==> src/rtl/system_mode_controller.sv <==
// Mode sequencer for the memory shift register: generates exclusive LOAD/RUN/OUTPUT
// controls, counts serial bits and generations, and flags completion with DONE.
//
// state    | meaning
// S_IDLE   | waiting for a request; arbitration RUN > LOAD > OUTPUT
// S_LOAD   | shifting in SERIAL_IN on each SERIAL_VALID cycle until DATA_SIZE bits
// S_RUN    | capturing grid updates for the latched generation count
// S_OUTPUT | rotating the memory for exactly DATA_SIZE cycles, uninterruptible
module system_mode_controller #(
    parameter int DATA_SIZE = 64,
    parameter int GEN_W     = 16
) (
    input  logic             CLK,
    input  logic             RESET,
    input  logic             LOAD_REQ,
    input  logic             SERIAL_VALID,
    input  logic             RUN_REQ,
    input  logic [GEN_W-1:0] GEN_COUNT,
    input  logic             OUTPUT_REQ,
    output logic             LOAD_MODE,
    output logic             RUN_MODE,
    output logic             OUTPUT_MODE,
    output logic             SERIAL_OUT_VALID,
    output logic             BUSY,
    output logic             DONE
);

    localparam int CNT_W = $clog2(DATA_SIZE + 1);
    localparam logic [CNT_W-1:0] LAST_BIT = CNT_W'(DATA_SIZE - 1);

    typedef enum logic [1:0] {
        S_IDLE,
        S_LOAD,
        S_RUN,
        S_OUTPUT
    } state_t;

    state_t           state, state_next;
    logic [CNT_W-1:0] bit_cnt, bit_cnt_next;
    logic [GEN_W-1:0] gen_cnt, gen_cnt_next;
    logic             done_next;

    always_ff @(posedge CLK or posedge RESET) begin
        if (RESET) begin
            state            <= S_IDLE;
            bit_cnt          <= '0;
            gen_cnt          <= '0;
            DONE             <= 1'b0;
            SERIAL_OUT_VALID <= 1'b0;
        end else begin
            state            <= state_next;
            bit_cnt          <= bit_cnt_next;
            gen_cnt          <= gen_cnt_next;
            DONE             <= done_next;
            // memory drives SERIAL_OUT from a register, so valid trails the rotate
            SERIAL_OUT_VALID <= OUTPUT_MODE;
        end
    end

    always_comb begin
        state_next   = state;
        bit_cnt_next = bit_cnt;
        gen_cnt_next = gen_cnt;
        done_next    = 1'b0;
        LOAD_MODE    = 1'b0;
        RUN_MODE     = 1'b0;
        OUTPUT_MODE  = 1'b0;

        case (state)
            S_IDLE: begin
                if (RUN_REQ) begin
                    gen_cnt_next = GEN_COUNT;
                    // zero generations completes without ever leaving IDLE
                    if (GEN_COUNT == '0) begin
                        done_next = 1'b1;
                    end else begin
                        state_next = S_RUN;
                    end
                end else if (LOAD_REQ) begin
                    bit_cnt_next = '0;
                    state_next   = S_LOAD;
                end else if (OUTPUT_REQ) begin
                    bit_cnt_next = '0;
                    state_next   = S_OUTPUT;
                end
            end

            S_LOAD: begin
                LOAD_MODE = SERIAL_VALID;
                if (SERIAL_VALID) begin
                    bit_cnt_next = bit_cnt + CNT_W'(1);
                    if (bit_cnt == LAST_BIT) begin
                        state_next = S_IDLE;
                        done_next  = 1'b1;
                    end
                end
            end

            S_RUN: begin
                RUN_MODE     = 1'b1;
                gen_cnt_next = gen_cnt - GEN_W'(1);
                if (gen_cnt == GEN_W'(1)) begin
                    state_next = S_IDLE;
                    done_next  = 1'b1;
                end
            end

            S_OUTPUT: begin
                OUTPUT_MODE  = 1'b1;
                bit_cnt_next = bit_cnt + CNT_W'(1);
                if (bit_cnt == LAST_BIT) begin
                    state_next = S_IDLE;
                    done_next  = 1'b1;
                end
            end

            default: state_next = S_IDLE;
        endcase
    end

    assign BUSY = (state != S_IDLE);

endmodule

==> config.mk <==
export PLATFORM = sky130hd
export DESIGN_NAME = system_mode_controller
export DESIGN_NICKNAME = d
export VERILOG_FILES = /design/src/rtl/system_mode_controller.sv
export SDC_FILE = /design/constraint.sdc
export NUM_CORES = 1
export LEC_CHECK = 0
export ABC_CLOCK_PERIOD_IN_PS = 1700
export BUFFER_PORTS_ARGS = -buffer_cell sky130_fd_sc_hd__buf_2
export CORE_AREA = 2 2 61 63
export CTS_BUF_LIST = sky130_fd_sc_hd__clkbuf_8
export CTS_CLUSTER_DIAMETER = 200
export DETAILED_ROUTE_END_ITERATION = 7
export DIE_AREA = 0 0 63 65
export GPL_ROUTABILITY_DRIVEN = 1
export PLACE_DENSITY = 0.85
export SETUP_SLACK_MARGIN = 0.1
export SLEW_MARGIN = 20
export SYNTH_ARGS = -nofsm -noshare
export SYNTH_HDL_FRONTEND = slang
export SYNTH_SLANG_ARGS = --single-unit
==> constraint.sdc <==
create_clock -name CLK -period 1.7 [get_ports CLK]
set_input_delay 0.255 -clock CLK [delete_from_list [all_inputs] [get_ports CLK]]
set_output_delay 0.255 -clock CLK [all_outputs]
set_load 0.03 [all_outputs]
==> run summary <==
In this run the remaining antenna-violating nets after routing total 0. The post-layout utilization of the core is 0.638. For this run, the leading register cell type out of synthesis is dfrtp_1. The synthesized design contains 0 enable-type register cells. The share of the synthesized area in compound gates (AO/OA/AOI/OAI) was 0.200; the half-perimeter wire length after detailed placement was 3.10 mm.

Count of standard-cell rows: 22. The number of different library cells used by synthesis comes to 54. Input and output buffers added on the ports amount to 27.

For this run, the number of Yosys warnings is 0. Final instance area: 2230 sq um. TritonCTS built the clock tree. For the final worst clock skew, the log shows 4.13 ps. The worst hold path belongs to the class in2async. The cell family contributing the most delay on the critical path is simple AND/OR/NAND/NOR gates. The xor and xnor area share after synthesis is 0.0210, and the final max-slew violation count is 0. The simple-gate share of the synthesized area was 0.290. For this run, the slowest stage of the critical path takes 610 ps.

The final critical delay including setup and external delays works out to 1690 ps. The tools report the root cell of the clock tree as clkbuf_8. Setup slack on the critical path of the routed design comes to 5.91 ps.

The tools report the sort of element at the end of the critical path as a flop. Measured along the y axis, the die boundary spans 65 um. The count of endpoints failing setup in the final report was 0. For the worst setup path, the data arrival time is 1860 ps.

Routability-driven placement finished with a final weighted congestion of 0.948. The flow ran to the end, and the final reports show no timing, DRC or antenna violations. A synthesized cell averages 8.96 sq um. Summed over all cells, the static leakage comes to 0.977 nW. Sorting the synthesized cells by how often they occur yields dfrtp_1 (27), nor2_1 (20), nand2_1 (14).

The sum of internal, switching and leakage power was 1.10 mW. Counting every net in the synthesized netlist gives 211. STA puts the critical path data required time at 1860 ps. Share of synthesized registers carrying an async set or reset: 1.00. Before CTS, the worst setup slack after placement is -28.2 ps. Once placement finished, the instance area stood at 1940 sq um.

Based on the critical path, the design can be clocked at up to 590 MHz. The period utilization works out to 0.997. TritonCTS created 3 clock buffers.

Among all cell types in the netlist, the one instantiated most often is dfrtp_1. The total wire length after detailed routing was 4.54 mm; the number of fill cells was 276. The tools report the global-route wire length before repair as 7.13 mm. Top cell type by total area after synthesis: dfrtp_1. The hold violation count in the final report was 0; the number of buffers and inverters on the critical path was 0.

The fraction of the mapped netlist area in adder cells came out at 0.0225. The area share of the largest cell type after synthesis came out at 0.405. Leaving out filler cells and counting taps, the final layout contains 286.

The signal on the critical path passes through or4_4 > nor3_4 > and4b_1 > o221ai_2. The overall routing resource usage came out at 0.224. The tools report the area of the die as 4100 sq um. The clock slew at the register clock pins of the worst setup and hold paths is 90 ps, and the number of clock sinks seen by CTS is 27. The logs give 0.332 mV for the maximum vdd drop and 1494 for the via count of the first global-routing pass. The critical-path maximum fanout was 5.

The per-cell routed wire length was 15.9 um. By area, the combinational part of the netlist is dominated by simple AND/OR/NAND/NOR gates. The first routing iteration left 99 violations. Power spread over the standard cell area amounts to 492 nW/um^2.

Synthesis handed over a netlist of 186 instances. Dividing the detail-routed via count by the number of cells gives 5.90. The relative area change from synthesis to final layout is 33.8%. The number of antenna violations at the first check in global routing was 0; the vias after detailed routing was 1688. The ratio of cells with drive above 1 in the final layout was 0.391; the final global-route overflow total was 0. The critical path is of the reg2reg type. Once placement completed, the tool counted placed cells totaling 268. After clock tree synthesis, the flow added hold-fix buffers numbering 0. For the worst-skew pair, the clock arrives at the later sink with an insertion delay of 280 ps. The number of H-tree branching levels is 1.

The tools report the core area as 3500 sq um. The part of the Yosys area used for sequential elements is 0.405. The logs give 28 for the largest net degree at the start of global routing and 0 for the count of antenna diodes in the layout. The die is 63 um wide.

Synthesis inferred 27 register bits. The maximum count of clock buffers along a single path came out at 2. The worst setup path is launched from a flop. In the post-synthesis netlist, the biggest area contributors are dfrtp_1 (41%), nor2_1 (4.5%), nand2_1 (3.2%). The relative slew slack is 0.711, and the number of max-cap violations is 0. The largest individual stage delay along the critical path comes from the cell or4_4. Pin placement for this block handled 28 I/O pins. For this run, design rule violations remaining after detail routing come to 0.

The fraction of synthesized area in multiplexers is 0.00601, and the transition time at the pin with the least slew margin is 429 ps. The logs give 4 for the first-pass iteration count of the detailed router and 1670 sq um for the area of the mapped netlist. The initial core utilization came out at 0.477.

Setup repair after global routing could not meet its margin everywhere. The net count reported at finish came out at 264.
timing repair:
action                     in CTS  in global routing
pin swaps                       4                  3
buffers inserted                9                  5
gates resized for setup        11                 28
setup endpoints to repair      15                 21
power breakdown:
| group | total [mW] | internal, mW | switching (mW) |
|---|---|---|---|
| Clock | 0.358 | 0.162 | 0.196 |
| Combinational | 0.0753 | 0.0325 | 0.0428 |
| Sequential | 0.663 | 0.650 | 0.0136 |
metal layers:
layer  share of wire  GRT usage  vias up  wire length [um]
met2            0.50      0.390       61              2260
met3           0.053     0.0208       14               240
met1            0.43      0.295      811              1940
li1                -          -      802                 -
met5               0          0        -                 0
met4           0.024     0.0722        0               107
sequential cells by signal (all words and copies together), names as in the netlist:
| signal | count |
|---|---|
| DONE | 1 |
| SERIAL_OUT_VALID | 1 |
| bit_cnt | 7 |
| gen_cnt | 16 |
| state | 2 |
kinds of logic (layout without fill, tap and decap cells):
kind of cell | after synthesis | count (layout)
AOI/OAI and AO/OA | 47 | 47
xor gates and xnor gates | 4 | 4
adders and majority gates | 3 | 3
buffers and inverters | 20 | 72
DFF | 27 | 27
muxes | 1 | 1
and+or+nand+nor | 84 | 84
through the flow:
| step | setup TNS, ps | hold slack [ps] |
|---|---|---|
| after CTS | 0 | 27.7 |
| final | 0 | 17.9 |
| after global placement | 0 | 331 |
| after floorplan | -30.1 | 308 |
| after detailed placement | -30.3 | 333 |
| after global routing | -254 | 49.3 |
worst min-delay path: stages:
cell and delay (ps):
buf_2 90, inv_1 40, buf_4 320
area by class of cell:
| type | count | area (sq um) | area share |
|---|---|---|---|
| Sequential cell | 27 | 681 | 0.305 |
| Clock buffer | 3 | 41.3 | 0.0185 |
| Tap cell | 48 | 60.1 | 0.0269 |
| Multi-Input combinational cell | 139 | 992 | 0.445 |
| Clock inverter | 1 | 3.75 | 0.00168 |
| Timing Repair Buffer | 57 | 400 | 0.180 |
| Inverter | 11 | 51.3 | 0.0230 |
final timing paths:
kind                                   start     endpoint  slack, ps  cells past startpoint
worst min-delay path                   RESET  gen_cnt[12]         20                      3
max in group asynchronous              RESET   gen_cnt[1]       1400                      3
min in group CLK                GEN_COUNT[4]   gen_cnt[4]        200                      3
worst max-delay path              gen_cnt[3]     state[1]          6                      4
worst max register to register    gen_cnt[3]     state[1]          6                      4
worst min register to register    bit_cnt[5]   bit_cnt[5]        560                      2
placed cells by master, fill, tap and decap left out, types with 6 or more instances in the layout:
master   count
a21oi_1      8
buf_2       23
buf_4       27
dfrtp_1     23
inv_1        9
nand2_1     14
nand3_1      7
nor2_1      18
nor3_1       6
o21ai_0      8
(Power assumes the default switching activity.)
